==> src/rtl/ps2_scan_fifo.sv <==
// PS/2 keyboard receiver with line synchronizers, glitch filters, frame
// checking, E0/F0 prefix folding and a first-word-fall-through output FIFO.
module ps2_scan_fifo #(
  parameter int DEPTH      = 16,
  parameter int FILTER_LEN = 8,
  parameter int TIMEOUT    = 50000,
  parameter int RAW_MODE   = 0
) (
  input  logic                     clk,
  input  logic                     reset,
  input  logic                     ps2_clk,
  input  logic                     ps2_data,
  output logic [9:0]               data,
  output logic                     valid,
  input  logic                     ready,
  output logic [$clog2(DEPTH):0]   level,
  output logic                     overflow,
  input  logic                     clr_overflow,
  output logic                     frame_err,
  output logic [7:0]               err_count
);

  localparam int AW = $clog2(DEPTH);
  localparam int LW = AW + 1;
  localparam int FW = $clog2(FILTER_LEN + 1);
  localparam int TW = $clog2(TIMEOUT + 1);
  localparam logic [FW-1:0] FILT_MAX    = FW'(FILTER_LEN - 1);
  localparam logic [TW-1:0] TIMEOUT_MAX = TW'(TIMEOUT - 1);
  localparam logic [LW-1:0] FULL_LEVEL  = LW'(DEPTH);

  // Synchronizer, filter and edge-detect state
  logic [1:0]    clkSync_q, dataSync_q;
  logic          filtClk_q, filtClk_d, filtData_q, filtData_d;
  logic [FW-1:0] clkCnt_q, clkCnt_d, dataCnt_q, dataCnt_d;
  logic          fall_q;

  // Frame receiver state
  logic [3:0]    bitCnt_q, bitCnt_d;
  logic [9:0]    shift_q, shift_d;
  logic [TW-1:0] toCnt_q, toCnt_d;
  logic          ext_q, ext_d, brk_q, brk_d;
  logic          pushValid_q, pushValid_d;
  logic [9:0]    pushData_q, pushData_d;
  logic          frameErr_q, frameErr_d;
  logic [7:0]    errCnt_q, errCnt_d;
  logic          reject;

  // FIFO state
  logic [9:0]    mem [DEPTH];
  logic [AW-1:0] wrPtr_q, rdPtr_q;
  logic [LW-1:0] level_q;
  logic          overflow_q;
  logic          doPush, doPop, doWrite, doDrop, isFull;

  // Two-flop synchronizers; idle PS/2 lines are high so they reset to 1
  always_ff @(posedge clk or posedge reset) begin
    if (reset) begin
      clkSync_q  <= 2'b11;
      dataSync_q <= 2'b11;
    end else begin
      clkSync_q  <= {clkSync_q[0], ps2_clk};
      dataSync_q <= {dataSync_q[0], ps2_data};
    end
  end

  // Filters flip only after FILTER_LEN consecutive samples disagree with them
  always_comb begin
    filtClk_d  = filtClk_q;
    clkCnt_d   = '0;
    filtData_d = filtData_q;
    dataCnt_d  = '0;
    if (clkSync_q[1] != filtClk_q) begin
      if (clkCnt_q == FILT_MAX) filtClk_d = clkSync_q[1];
      else                      clkCnt_d  = clkCnt_q + 1'b1;
    end
    if (dataSync_q[1] != filtData_q) begin
      if (dataCnt_q == FILT_MAX) filtData_d = dataSync_q[1];
      else                       dataCnt_d  = dataCnt_q + 1'b1;
    end
  end

  // Filter registers plus a one-cycle strobe on each filtered clock fall
  always_ff @(posedge clk or posedge reset) begin
    if (reset) begin
      filtClk_q  <= 1'b1;
      filtData_q <= 1'b1;
      clkCnt_q   <= '0;
      dataCnt_q  <= '0;
      fall_q     <= 1'b0;
    end else begin
      filtClk_q  <= filtClk_d;
      filtData_q <= filtData_d;
      clkCnt_q   <= clkCnt_d;
      dataCnt_q  <= dataCnt_d;
      fall_q     <= filtClk_q & ~filtClk_d;
    end
  end

  // Frame assembly, validity check, timeout abandonment and prefix folding
  always_comb begin
    bitCnt_d    = bitCnt_q;
    shift_d     = shift_q;
    toCnt_d     = toCnt_q;
    ext_d       = ext_q;
    brk_d       = brk_q;
    pushValid_d = 1'b0;
    pushData_d  = pushData_q;
    frameErr_d  = 1'b0;
    errCnt_d    = errCnt_q;
    reject      = 1'b0;
    if (fall_q) begin
      toCnt_d = '0;
      if (bitCnt_q == 4'd10) begin
        bitCnt_d = 4'd0;
        if (shift_q[0] || !(^shift_q[9:1]) || !filtData_q) begin
          reject = 1'b1;
        end else if (RAW_MODE != 0) begin
          pushValid_d = 1'b1;
          pushData_d  = {2'b00, shift_q[8:1]};
        end else if (shift_q[8:1] == 8'hE0) begin
          ext_d = 1'b1;
        end else if (shift_q[8:1] == 8'hF0) begin
          brk_d = 1'b1;
        end else begin
          pushValid_d = 1'b1;
          pushData_d  = {ext_q, brk_q, shift_q[8:1]};
          ext_d       = 1'b0;
          brk_d       = 1'b0;
        end
      end else begin
        shift_d  = {filtData_q, shift_q[9:1]};
        bitCnt_d = bitCnt_q + 4'd1;
      end
    end else if (bitCnt_q != 4'd0) begin
      if (toCnt_q == TIMEOUT_MAX) begin
        bitCnt_d = 4'd0;
        toCnt_d  = '0;
        reject   = 1'b1;
      end else begin
        toCnt_d = toCnt_q + 1'b1;
      end
    end else begin
      toCnt_d = '0;
    end
    if (reject) begin
      frameErr_d = 1'b1;
      ext_d      = 1'b0;
      brk_d      = 1'b0;
      if (errCnt_q != 8'hFF) errCnt_d = errCnt_q + 8'd1;
    end
  end

  // Receiver registers
  always_ff @(posedge clk or posedge reset) begin
    if (reset) begin
      bitCnt_q    <= 4'd0;
      shift_q     <= '0;
      toCnt_q     <= '0;
      ext_q       <= 1'b0;
      brk_q       <= 1'b0;
      pushValid_q <= 1'b0;
      pushData_q  <= '0;
      frameErr_q  <= 1'b0;
      errCnt_q    <= 8'd0;
    end else begin
      bitCnt_q    <= bitCnt_d;
      shift_q     <= shift_d;
      toCnt_q     <= toCnt_d;
      ext_q       <= ext_d;
      brk_q       <= brk_d;
      pushValid_q <= pushValid_d;
      pushData_q  <= pushData_d;
      frameErr_q  <= frameErr_d;
      errCnt_q    <= errCnt_d;
    end
  end

  // A full FIFO still accepts a byte when the head leaves in the same cycle
  always_comb begin
    doPush  = pushValid_q;
    doPop   = valid & ready;
    isFull  = (level_q == FULL_LEVEL);
    doWrite = doPush & (~isFull | doPop);
    doDrop  = doPush & isFull & ~doPop;
  end

  // Storage array, written only on accepted pushes
  always_ff @(posedge clk) begin
    if (doWrite) mem[wrPtr_q] <= pushData_q;
  end

  // Pointers wrap naturally at DEPTH; overflow is sticky until cleared
  always_ff @(posedge clk or posedge reset) begin
    if (reset) begin
      wrPtr_q    <= '0;
      rdPtr_q    <= '0;
      level_q    <= '0;
      overflow_q <= 1'b0;
    end else begin
      if (doWrite) wrPtr_q <= wrPtr_q + 1'b1;
      if (doPop)   rdPtr_q <= rdPtr_q + 1'b1;
      if (doWrite && !doPop)      level_q <= level_q + 1'b1;
      else if (!doWrite && doPop) level_q <= level_q - 1'b1;
      if (doDrop)            overflow_q <= 1'b1;
      else if (clr_overflow) overflow_q <= 1'b0;
    end
  end

  // Head is shown directly; an empty FIFO presents zero
  always_comb begin
    valid     = (level_q != '0);
    data      = valid ? mem[rdPtr_q] : 10'd0;
    level     = level_q;
    overflow  = overflow_q;
    frame_err = frameErr_q;
    err_count = errCnt_q;
  end

endmodule
==> config.mk <==
export PLATFORM = sky130hd
export DESIGN_NAME = ps2_scan_fifo
export DESIGN_NICKNAME = d
export VERILOG_FILES = /design/src/rtl/ps2_scan_fifo.sv
export SDC_FILE = /design/constraint.sdc
export NUM_CORES = 1
export LEC_CHECK = 0
export ABC_AREA = 1
export CAP_MARGIN = 20
export CORE_ASPECT_RATIO = 1.5
export CORE_MARGIN = 5
export CORE_UTILIZATION = 55
export DETAILED_ROUTE_END_ITERATION = 16
export PLACE_DENSITY = 0.71
export SYNTH_ARGS = -nofsm -noshare
export SYNTH_HDL_FRONTEND = slang
export SYNTH_SLANG_ARGS = --single-unit
==> constraint.sdc <==
create_clock -name clk -period 5.35 [get_ports clk]
set_input_delay 0.8025 -clock clk [delete_from_list [all_inputs] [get_ports clk]]
set_output_delay 0.8025 -clock clk [all_outputs]
set_load 0.01 [all_outputs]
# Yosys cells after proc, flatten, opt, wreduce, memory -nomap -nowiden
# Memory sizes are Yosys's and may differ from the RTL's.
# Index checks and enable logic that the tools add are counted.
totals:
  in_bits: 6
  n_memories: 1
  output_inout_bits: 26
  ram_bits: 160
  register_bits: 81
classes:
  n_mux: 43
  n_addsub: 9
  eq_ne: 13
  n_reduce_logical: 24
  n_bitwise: 13
memory_table:
  columns: ["memory", "words", "width", "rd", "rd_clocked_by_memory_dff", "wr", "line_no", "text"]
  rows:
  - ["mem", 16, 10, 1, 0, 1, "49", "logic [9:0] mem [DEPTH];"]
ops:
  columns: ["op", "n"]
  rows:
  - ["two-way mux 16 bit", 3]
  - ["two-way mux 4 bit", 8]
  - ["two-way mux 1 bit", 29]
  - ["adder 4 x 1 -> 4 bit, second input constant", 5]
  - ["adder 16 x 1 -> 16 bit, second input constant", 1]
  - ["== test 16 bit, second input constant", 1]
  - ["== test 8 bit, second input constant", 2]
  - ["nonzero test 2 bit", 6]
  - ["two-way mux 10 bit", 1]
  - ["two-way mux 5 bit", 2]
  - ["parity 9 bit", 1]
  - ["adder 8 x 1 -> 8 bit, second input constant", 1]
  - ["== test 4 x 3 -> 1 bit, second input constant", 2]
  - ["inequality test 8 bit, second input constant", 1]
  - ["AND reduction 2 bit", 4]
  - ["AND reduction 4 bit", 2]
  - ["NOT 1 bit", 7]
  - ["adder 5 x 1 -> 5 bit, second input constant", 1]
  - ["AND 1 bit", 5]
  - ["== test 5 bit, second input constant", 1]
  - ["AND reduction 5 bit", 1]
  - ["nonzero test 5 bit", 1]
  - ["subtractor 5 x 1 -> 5 bit, second input constant", 1]
  - ["== test 4 bit, second input constant", 1]
  - ["8 further kinds", 15]

# Logic depth before layout (Yosys ltp)
# Gate-level depths: netlist of run 1.
logic_depth:
  ltp_word: 9
  ltp_mapped: 15
  depth_no_buf: 15

# Worst setup path before layout of run 1
# OpenSTA, ideal clock, no wires.
synth_timing:
  path_kind: "in2reg"
  start: "input port ready"
  end: "register level_q[4], in the netlist level[4]"
  setup_ps: 123
  path_stages: 10
  path_slack_ps: 2962
  arrival_time_ps: 2265
  path_buffers: 0
  path_cell_list: "nor3_1 > nor2_2 > ha_1 > inv_1 > ha_1 > nand2_1 > a21oi_1 > o21ai_0 > nand3_1 > xor2_1"
synth_between:
  elab_chain_len: 6
  word_cells_on_any_way: 9
synth_rtl:
  columns: ["element", "line_no", "text"]
  rows:
  - ["start, declared", "15", "input logic ready,"]
  - ["AND 1 bit (*)", "181", "doPop = valid & ready;"]
  - ["OR 1 bit (*)", "183", "doWrite = doPush & (~isFull | doPop);"]
  - ["AND 1 bit (*)", "183", null]
  - ["named net doWrite", "53", "logic doPush, doPop, doWrite, doDrop, isFull;"]
  - ["logical NOT 1 bit", "203", "else if (!doWrite && doPop) level_q <= level_q - 1'b1;"]
  - ["logical AND 1 bit", "203", null]
  - ["nonzero test 2 bit (no line)", null, null]
  - ["end signal, assigned", "202", "if (doWrite && !doPop) level_q <= level_q + 1'b1;"]
  - ["end signal, assigned", "203", null]
  - ["end, declared", "51", "logic [LW-1:0] level_q;"]
# Mark *: on every way through the listed nets, which the timed path passes. The rest lies on a longest branch.
# A chain may end at the register's enable or synchronous reset.

# Worst setup path in the final report of run 1
layout_timing:
  start: "register rdPtr_q[0]"
  end: "output port data[0]"
layout_between:
  elab_chain_len: 2
layout_rtl:
  columns: ["element", "line_no", "text"]
  rows:
  - ["start, declared", "50", "logic [AW-1:0] wrPtr_q, rdPtr_q;"]
  - ["start signal, assigned", "201", "if (doPop) rdPtr_q <= rdPtr_q + 1'b1;"]
  - ["memory read (16 x 10 bit)", null, null]
  - ["two-way mux 10 bit", "212", "data = valid ? mem[rdPtr_q] : 10'd0;"]
  - ["end, declared", "13", "output logic [9:0] data,"]
# Every way passes these cells.

==> qor.yml, run 1 <==
sta:
  min_period_ns: 4.08
  fmax_mhz: 245
  min_period_over_period: 0.763
  setup_viol: 0
  hold_viol: 0
  max_slew_margin: 0.205
  setup_slack_ns: 1.27
  skew_ns: 0.00896
  worstMarginPinSlew_ns: 1.19
  rsz0062_at_grt: "false"
  tns_ns: 0
  drv_slew: 0
power:
  p_int_mw: 3.70
  power.share.switching: 0.326
  p_comb_frac: 0.290
  pwr-share-clk: 0.303
  ir_drop_uv: 281
  p_seq_frac: 0.407
  powerDensity_nw_per_um2: 465
  p_leak_nw: 4.49
  switchingPower_mw: 1.79
global_route:
  grt_pass1_vias: 6943
  grtUsageTotal: 0.212
  grt_max_degree: 83
  overflow: 0
  grt_antenna_before_repair: 0
  grt_pass1_wl_um: 36300
floorplanning:
  die_width_um: 123
  initial_core_util: 0.561
  die-area_um2: 21900
  die_y_um: 179
  row_count: 61
  fp.coreArea_um2: 18600
  io_pins: 32
critical_path:
  required_ns: 4.55
  worstPathArrival_ns: 3.28
  path_cells: "inv_2, buf_4, nand2_1, nand3_1, nand2_1, a21oi_1, o31ai_1, a21oi_1, clkdlybuf4s50_1"
  path_max_fanout: 45
  critPathKind: "reg2out"
  crit_family: "buffers and inverters"
  startpoint_type: "flop"
  cp-end-kind: "output port"
  slowest_stage: "inv_2"
  reg2reg_slack_ns: 1.86
  cp_num_buf_inv: 3
  slowest_delay_ns: 0.57
placed_design:
  place_worst_setup_slack_ns: 1.86
  dp_cells: 1209
  gp_congestion: 0.836
  placed_area_um2: 11000
  io_buffers: 31
  place_hpwl_um: 14200
synthesis:
  synth_flop_cell: "edfxtp_1"
  netlist_instances: 949
  synth_edf_count: 160
  synth_top_family_by_area: "simple AND/OR/NAND/NOR gates"
  syn_area_um2: 10500
  synthMuxAreaShare: 0.00216
  synth-seq-area-share: 0.654
  yosysWarnings: 0
  synth_compound_gate_area_share: 0.0881
  synth-simple-area-share: 0.164
  synthAdderAreaFrac: 0.0271
  yosysUniqueCellTypes: 42
  avgSynthCellArea_um2: 11.0
  synth_seq_cells: 241
  synthXorXnorAreaFrac: 0.0210
  ys_async_sr_fraction: 0.336
  syn_nets: 977
routing:
  routedWlPerCell_um: 18.0
  viasPerCell: 5.54
  drt_iter0_markers: 645
  dr_total_vias: 6928
  detail-route-antenna-nets: 0
  wl_um: 22500
  drt_pass1_iterations: 5
  drc: 0
layout:
  mostFrequentLayoutCells: "edfxtp_1, nand2_1, nor2_1, dfrtp_1, o21ai_0"
  drive_gt1_frac: 0.0891
  antennaDiodeCount: 0
  stdcell_count: 1251
  fin_nets: 1011
  final_common_cell: "edfxtp_1"
  final_util: 0.635
  finalInstanceArea_um2: 11800
  area_growth_pct: 13.1
clocking:
  ctsHtreeMaxLevel: 1
  numCtsBuffers: 23
  cts_hold_buf: 0
  ctsResizeCount: 0
  cts.sink_count: 241
  clock_path_buffers: 3
  root_buffer: "clkbuf_16"
  cts_tree: "done"
  clkLatencyLatePin_ns: 0.50
  post-cts-setup-buffers: 0
  clk_pin_slew_ns: 0.06
status:
  outcome: "complete, no violations"
run:
  cap_violations: 0
hold_path:
  hp-class: "reg2reg"
## per-stage QoR
| stage | hold WS (ns) | power, mW |
|---|---|---|
| after floorplan | 0.345 | 3.31 |
| after global placement | 0.346 | 3.81 |
| after detailed placement | 0.347 | 3.87 |
| after CTS | 0.356 | 5.53 |
| after global routing | 0.360 | 5.81 |
| final | 0.355 | 5.49 |
## cell families after synthesis
logic type	Yosys count
AO/OA/AOI/OAI	157
XOR/XNOR	25
adder cells (fa/ha/maj)	22
buffers and inverters	111
flip-flops	241
multiplexers	2
AND/OR/NAND/NOR	391
## synthesized netlist by cell type, types with 3 or more instances
library cell	instances	area (um^2)
ha_1	21	263
inv_1	66	248
dfrtp_1	75	1880
nand4_1	13	81.3
nand3_1	57	285
nor2_1	123	462
nor3_1	17	85.1
o221ai_1	10	87.6
o211ai_1	10	75.1
o21ai_0	70	350
buf_2	9	45.0
a21oi_1	43	215
xor2_1	13	114
nor3b_1	3	22.5
clkbuf_1	22	82.6
o31ai_1	10	75.1
nor4_1	3	18.8
nand2_1	158	593
nand2_2	3	18.8
o21ai_2	12	105
inv_2	6	22.5
edfxtp_1	160	4800
dfstp_2	6	158
xnor2_1	12	105
## power by group through the flow
| stage | logic [mW] | clock network [mW] | registers [mW] |
|---|---|---|---|
| 3_5_place_dp | 1.59 | 0 | 2.27 |
| 2_1_floorplan | 1.10 | 0 | 2.22 |
| 4_1_cts | 1.60 | 1.69 | 2.24 |
| 6_report | 1.59 | 1.66 | 2.24 |
| 3_3_place_gp | 1.54 | 0 | 2.27 |
| 5_1_grt | 1.79 | 1.76 | 2.25 |
## worst paths after layout
| kind | from | end | cells past startpoint |
|---|---|---|---|
| worst min register to register | clkSync_q[0] | clkSync_q[1] | 0 |
| min in group asynchronous | reset | level[0] | 2 |
| worst max-delay path | rdPtr_q[0] | data[0] | 9 |
| worst max register to register | level[0] | level[4] | 13 |
| worst min-delay path | clkSync_q[0] | clkSync_q[1] | 0 |
| max in group asynchronous | reset | filtData_q | 3 |
## area by class of cell
| type | count | area, um^2 |
|---|---|---|
| clock inverter | 10 | 118 |
| inverter | 74 | 282 |
| clock buffer | 31 | 658 |
| fill | 1491 | 6800 |
| sequential | 241 | 6840 |
| tap | 252 | 315 |
| timing repair buffer | 46 | 450 |
| multi-input combinational | 597 | 3160 |
## layer usage
metal / vias up / track usage / routed length (um)
met4: 0 / 0.0771 / 768
met3: 54 / 0.0281 / 1250
met5: - / 0 / 0
met2: 222 / 0.374 / 11700
li1: 3338 / - / -
met1: 3314 / 0.267 / 8840
## flip-flops by register name, summed over array words and instances, names as in the netlist, 2 cells and up
register / count
wrPtr_q: 4
toCnt_q: 16
clkCnt_q: 4
err_count: 8
mem: 160
shift_q: 10
bitCnt_q: 4
rdPtr_q: 4
level: 5
clkSync_q: 2
pushData_q: 10
dataSync_q: 2
dataCnt_q: 4
Power figures use the tool's default switching activity.
==> run 2: changes to the inputs <==
==> constraint.sdc (replaced) <==
create_clock -name clk -period 4 [get_ports clk]
set_input_delay 0.6 -clock clk [delete_from_list [all_inputs] [get_ports clk]]
set_output_delay 0.6 -clock clk [all_outputs]
set_load 0.01 [all_outputs]
==> run 2 against run 1 <==
First-iteration DRC count decreased by 9.8%. Combinational power increased by 36%. Utilization decreased by 0.28 points. Via count decreased by 0.62%. Largest power group unchanged. Wire length decreased by 6.2%. Largest cell class unchanged. Sequential power increased by 32%. Global-route usage decreased by 1.0 points. Count of clock-buffer cells in the layout increased by 1. Non-clock buffer count increased by 5. Flip-flop and latch count unchanged. Highest routed layer unchanged.
==> qor.yml, run 2 (synthesis results as in run 1) <==
layout:
  drive_gt1_frac: 0.0937  # was 0.0891
  mostFrequentLayoutCells: "edfxtp_1, nand2_1, nor2_1, dfrtp_1, o21ai_0"  # unchanged
  antennaDiodeCount: 0  # unchanged
  largest_reg_flops: 160  # unchanged
  top_regs: "mem x160, toCnt_q x16"  # unchanged
  fillers: 1512  # was 1491
  fin_nets: 1015  # was 1011
  regMostFlops: "mem"  # unchanged
  final_util: 0.632  # was 0.635
  final_common_cell: "edfxtp_1"  # unchanged
  area_growth_pct: 12.6  # was 13.1%
sta:
  max_slew_margin: 0.370  # was 0.205
  tns_ns: 0  # unchanged
  min_period_ns: 3.53
  fmax_mhz: 283
  skew_ns: 0.0172  # was 0.00896 ns
  rsz0062_at_grt: "false"  # unchanged
  setup_viol: 0  # unchanged
  drv_slew: 0  # unchanged
  worstMarginPinSlew_ns: 0.942  # was 1.19 ns
  hold_ws_ns: 0.356  # was 0.355 ns
  hold_viol: 0  # unchanged
  min_period_over_period: 0.883
power:
  switchingPower_mw: 2.35  # was 1.79 mW
  p_int_mw: 4.74  # was 3.70 mW
  powerDensity_nw_per_um2: 603  # was 465 nW/um^2
  ir_drop_uv: 355  # was 281 uV
  p_comb_frac: 0.305  # was 0.290
  power.share.switching: 0.332  # was 0.326
  pwr-share-clk: 0.279  # was 0.303
  p_leak_nw: 4.51  # was 4.49 nW
  p_seq_frac: 0.416  # was 0.407
clocking:
  clkLatencyLatePin_ns: 0.51  # was 0.50 ns
  post-cts-setup-buffers: 0  # unchanged
  numCtsBuffers: 22  # was 23
  ctsResizeCount: 0  # unchanged
  ctsHtreeMaxLevel: 1  # unchanged
  clock_path_buffers: 3  # unchanged
  root_buffer: "clkbuf_16"  # unchanged
  cts_hold_buf: 0  # unchanged
  cts.sink_count: 241  # unchanged
  cts_tree: "done"  # unchanged
  clk_pin_slew_ns: 0.06  # about the same
critical_path:
  worstPathArrival_ns: 2.93  # was 3.28 ns
  ff2ff_path_depth: 14  # was 13
  path_cells: "buf_4, nand2_1, nand3_1, nand2_1, a21oi_1, o31ai_1, a21oi_1, clkdlybuf4s50_1"  # was inv_2, buf_4, nand2_1, nand3_1, nand2_1, a21oi_1, o31ai_1, a21oi_1, clkdlybuf4s50_1
  rr_startpoint: "level[0]"  # unchanged
  r2r_end: "level[4]"  # unchanged
  required_ns: 3.40  # was 4.55 ns
  slowest_delay_ns: 0.64  # was 0.57 ns
  cp-startpoint: "rdPtr_q[0]"  # unchanged
  critPathKind: "reg2out"  # unchanged
  startpoint_type: "flop"  # unchanged
  endpoint: "data[3]"  # was data[0]
  reg2reg_slack_ns: 1.23  # was 1.86 ns
  cp-end-kind: "output port"  # unchanged
  slowest_stage: "buf_4"  # was inv_2
  path_max_fanout: 82  # was 45
routing:
  drt_iter0_markers: 582  # was 645
  viasPerCell: 5.49  # was 5.54
  routedWlPerCell_um: 16.8  # was 18.0 um
  drc: 0  # unchanged
  drt_pass1_iterations: 5  # unchanged
  detail-route-antenna-nets: 0  # unchanged
  wl_um: 21100  # was 22500 um
  dr_total_vias: 6885  # was 6928
global_route:
  overflow: 0  # unchanged
  grt_max_degree: 83  # unchanged
  grt_pass1_vias: 6905  # was 6943
  grtUsageTotal: 0.202  # was 0.212
  grt_antenna_before_repair: 0  # unchanged
  grt_pass1_wl_um: 34800  # was 36300 um
placed_design:
  place_hpwl_um: 13800  # was 14200 um
  gp_congestion: 0.793  # was 0.836
  io_buffers: 31  # unchanged
floorplanning:
  fp.coreArea_um2: 18600  # unchanged
  die_y_um: 179  # unchanged
  row_count: 61  # unchanged
  die-area_um2: 21900  # unchanged
  io_pins: 32  # unchanged
  die_width_um: 123  # unchanged
  initial_core_util: 0.561  # unchanged
hold_path:
  hp-class: "reg2reg"  # unchanged
status:
  outcome: "complete, no violations"  # unchanged
run:
  cap_violations: 0  # unchanged
==> run 2: cell count changes in the layout (fill, tap and decap cells not counted) <==
| cell | previous run | this run |
|---|---|---|
| bufinv_16 | 3 | 1 |
| clkinv_8 | 0 | 1 |
| buf_16 | 1 | 0 |
| clkinv_1 | 7 | 3 |
| clkbuf_1 | 5 | 8 |
| clkinv_2 | 2 | 5 |
| buf_12 | 0 | 3 |
| buf_6 | 2 | 0 |
| buf_4 | 12 | 17 |
| clkbuf_4 | 0 | 1 |
| clkbuf_16 | 25 | 22 |
==> run 2: worst max-delay path, delay by kind of cell (launching register included) <==
family,cells,cell delay [ns]
AOI/OAI and AO/OA,3,0.49
buffers and inverters,2,1.19
DFF,1,0.37
and+or+nand+nor,3,0.35
==> run 2: final cells by class <==
type / count / area [um^2] / share of cell area
Timing Repair Buffer: 51 / 498 / 0.0423
Clock buffer: 32 / 602 / 0.0511
Multi-Input combinational cell: 597 / 3160 / 0.268
Inverter: 74 / 282 / 0.0239
Clock inverter: 8 / 73.8 / 0.00627
Tap cell: 252 / 315 / 0.0268
Sequential cell: 241 / 6840 / 0.581
==> run 2: metrics by stage <==
stage	setup slack, ns	cell area [um^2]	total power, mW	instances
2_1_floorplan	1.33	10500	4.44	949
3_3_place_gp	1.04	11100	5.13	1215
3_5_place_dp	0.963	11100	5.17	1215
4_1_cts	0.489	11800	7.16	1255
5_1_grt	0.242	11800	7.55	1255
6_report	0.467	11800	7.09	1255
==> run 2: worst min path at each step <==
stage | from | endpoint | slack (ns) | depth (start not counted)
2_1_floorplan | clkSync_q[0] | clkSync_q[1] | 0.35 | 0
3_3_place_gp | dataSync_q[0] | dataSync_q[1] | 0.35 | 0
3_5_place_dp | dataSync_q[0] | dataSync_q[1] | 0.35 | 0
4_1_cts | dataSync_q[0] | dataSync_q[1] | 0.36 | 0
5_1_grt | dataSync_q[0] | dataSync_q[1] | 0.36 | 0
6_report | clkSync_q[0] | clkSync_q[1] | 0.36 | 0
==> run 2: per-layer routing <==
metal / wire length (um) / vias to the layer above / GRT usage
li1: - / 3341 / -
met1: 8400 / 3347 / 0.248
met2: 11300 / 166 / 0.372
met3: 1060 / 31 / 0.0287
met4: 422 / 0 / 0.0532
met5: 0 / - / 0
==> run 2: power groups by stage <==
stage | clock [mW] | sequential [mW] | combinational, mW
global route | 2.13 | 2.98 | 2.44
CTS | 2.02 | 2.95 | 2.18
floorplan | 0 | 2.96 | 1.48
detailed placement | 0 | 3.00 | 2.17
finish | 1.98 | 2.95 | 2.16
global placement | 0 | 3.00 | 2.13
==> run 3: changes to the inputs <==
--- a/config.mk
+++ b/config.mk
@@ -10,6 +10,7 @@
 export CORE_ASPECT_RATIO = 1.5
 export CORE_MARGIN = 5
 export CORE_UTILIZATION = 55
+export CTS_CLUSTER_SIZE = 14
 export DETAILED_ROUTE_END_ITERATION = 16
 export PLACE_DENSITY = 0.71
 export SYNTH_ARGS = -nofsm -noshare
==> run 3 against run 2 <==
Count of clock-buffer cells in the layout increased by 5. Combinational power about the same. Critical path depth unchanged. Worst hold slack about the same. Utilization decreased by 0.054 points. Sequential power about the same. Non-clock buffer count unchanged. Clock power about the same. First-iteration DRC count decreased by 2.2%. Global-route usage increased by 0.20 points. Critical endpoint is now data[2]. Largest cell class unchanged.
==> qor.yml, run 3 (synthesis results as in run 1) <==
run:
  cap_violations: 0  # unchanged
placed_design:
  place_hpwl_um: 13800  # unchanged
  gp_congestion: 0.793  # unchanged
  io_buffers: 31  # unchanged
hold_path:
  whs_endpoint: "dataSync_q[1]"  # was clkSync_q[1]
  min_from: "dataSync_q[0]"  # was clkSync_q[0]
  whs_path_depth: 0  # unchanged
  hp-class: "reg2reg"  # unchanged
critical_path:
  r2r_end: "level[4]"  # unchanged
  crit_family: "buffers and inverters"  # unchanged
  path_max_fanout: 82  # unchanged
  critPathKind: "reg2out"  # unchanged
  reg2reg_slack_ns: 1.21  # was 1.23 ns
  required_ns: 3.40  # about the same
  rr_startpoint: "level[0]"  # unchanged
  slowest_delay_ns: 0.65  # was 0.64 ns
  startpoint_type: "flop"  # unchanged
  cp-startpoint: "rdPtr_q[0]"  # unchanged
  ff2ff_path_depth: 14  # unchanged
  worstPathArrival_ns: 2.90  # was 2.93 ns
  cp_num_buf_inv: 2  # unchanged
  path_cells: "buf_4, nand2_1, nand3_1, nand2_1, a21oi_1, o31ai_1, a21oi_1, clkdlybuf4s50_1"  # unchanged
  slowest_stage: "buf_4"  # unchanged
  cp-end-kind: "output port"  # unchanged
layout:
  fillers: 1516  # was 1512
  antennaDiodeCount: 0  # unchanged
  area_growth_pct: 12.5  # was 12.6%
  regMostFlops: "mem"  # unchanged
  final_common_cell: "edfxtp_1"  # unchanged
  final_util: 0.631  # was 0.632
  top_regs: "mem x160, toCnt_q x16"  # unchanged
  mostFrequentLayoutCells: "edfxtp_1, nand2_1, nor2_1, dfrtp_1, o21ai_0"  # unchanged
  largest_reg_flops: 160  # unchanged
  drive_gt1_frac: 0.0917  # was 0.0937
  fin_nets: 1015  # unchanged
clocking:
  post-cts-setup-buffers: 0  # unchanged
  clk_pin_slew_ns: 0.06  # about the same
  cts_tree: "done"  # unchanged
  ctsHtreeMaxLevel: 1  # unchanged
  root_buffer: "clkbuf_16"  # unchanged
  clkLatencyLatePin_ns: 0.51  # about the same
  numCtsBuffers: 22  # unchanged
  cts_hold_buf: 0  # unchanged
  cts.sink_count: 241  # unchanged
  ctsResizeCount: 0  # unchanged
  clock_path_buffers: 3  # unchanged
routing:
  drt_iter0_markers: 569  # was 582
  drt_pass1_iterations: 5  # unchanged
  detail-route-antenna-nets: 0  # unchanged
  viasPerCell: 5.51  # was 5.49
  routedWlPerCell_um: 17.0  # was 16.8 um
  drc: 0  # unchanged
  dr_total_vias: 6913  # was 6885
  wl_um: 21300  # was 21100 um
global_route:
  overflow: 0  # unchanged
  grt_antenna_before_repair: 0  # unchanged
  grtUsageTotal: 0.204  # was 0.202
  grt_pass1_vias: 6923  # was 6905
  grt_pass1_wl_um: 35100  # was 34800 um
  grt_max_degree: 83  # unchanged
floorplanning:
  io_pins: 32  # unchanged
  die_width_um: 123  # unchanged
  die_y_um: 179  # unchanged
  fp.coreArea_um2: 18600  # unchanged
  row_count: 61  # unchanged
  initial_core_util: 0.561  # unchanged
  die-area_um2: 21900  # unchanged
power:
  power.share.switching: 0.332  # about the same
  p_leak_nw: 4.50  # was 4.51 nW
  p_comb_frac: 0.306  # was 0.305
  ir_drop_uv: 331  # was 355 uV
  switchingPower_mw: 2.35  # about the same
  powerDensity_nw_per_um2: 601  # was 603 nW/um^2
  p_seq_frac: 0.418  # was 0.416
  pwr-share-clk: 0.276  # was 0.279
  p_int_mw: 4.72  # was 4.74 mW
sta:
  hold_viol: 0  # unchanged
  max_slew_margin: 0.362  # was 0.370
  tns_ns: 0  # unchanged
  drv_slew: 0  # unchanged
  skew_ns: 0.0199  # was 0.0172 ns
  min_period_ns: 3.50  # was 3.53 ns
  fmax_mhz: 286  # was 283 MHz
  min_period_over_period: 0.874  # was 0.883
  rsz0062_at_grt: "false"  # unchanged
  worstMarginPinSlew_ns: 0.953  # was 0.942 ns
  setup_viol: 0  # unchanged
status:
  outcome: "complete, no violations"  # unchanged
==> run 3: changes by cell type in the layout (fill, tap and decap cells not counted), sizes merged <==
cell,previous run,this run
clkinv,9,5
bufinv,1,0
clkbuf,32,37
==> run 3: worst max path at each step <==
stage	to	slack [ns]	cells after the start
final	data[2]	0.50	8
after global routing	data[3]	0.28	8
after CTS	data[6]	0.52	8
after detailed placement	level[4]	0.96	11
after global placement	level[4]	1.04	11
after floorplan	bitCnt_q[0]	1.33	1
==> run 3: area by class of cell <==
class / count / area, um^2 / share of cell area
inverter: 74 / 282 / 0.0239
clock buffer: 37 / 641 / 0.0545
timing repair buffer: 51 / 498 / 0.0424
sequential: 241 / 6840 / 0.582
tap: 252 / 315 / 0.0268
multi-input combinational: 597 / 3160 / 0.268
clock inverter: 3 / 25.0 / 0.00213
==> run 3: power by group through the flow <==
stage / combinational (mW) / sequential (mW) / clock, mW
floorplan: 1.48 / 2.96 / 0
global placement: 2.13 / 3.00 / 0
detailed placement: 2.17 / 3.00 / 0
CTS: 2.18 / 2.95 / 1.99
global route: 2.44 / 2.98 / 2.11
finish: 2.16 / 2.95 / 1.95
==> run 3: per-layer routing <==
layer / share of wire / GRT usage / wire length [um]
met1: 0.39 / 0.248 / 8340
met2: 0.53 / 0.375 / 11300
met3: 0.053 / 0.0303 / 1140
met4: 0.026 / 0.0584 / 561
met5: 0 / 0 / 0
==> run 3: stage by stage <==
step | hold WS [ns] | total power [mW] | area [um^2] | setup slack [ns] | instances
after floorplan | 0.345 | 4.44 | 10500 | 1.33 | 949
after global routing | 0.359 | 7.52 | 11800 | 0.278 | 1255
after global placement | 0.346 | 5.13 | 11100 | 1.04 | 1215
after CTS | 0.356 | 7.13 | 11800 | 0.519 | 1255
final | 0.356 | 7.06 | 11800 | 0.505 | 1255
after detailed placement | 0.347 | 5.17 | 11100 | 0.963 | 1215
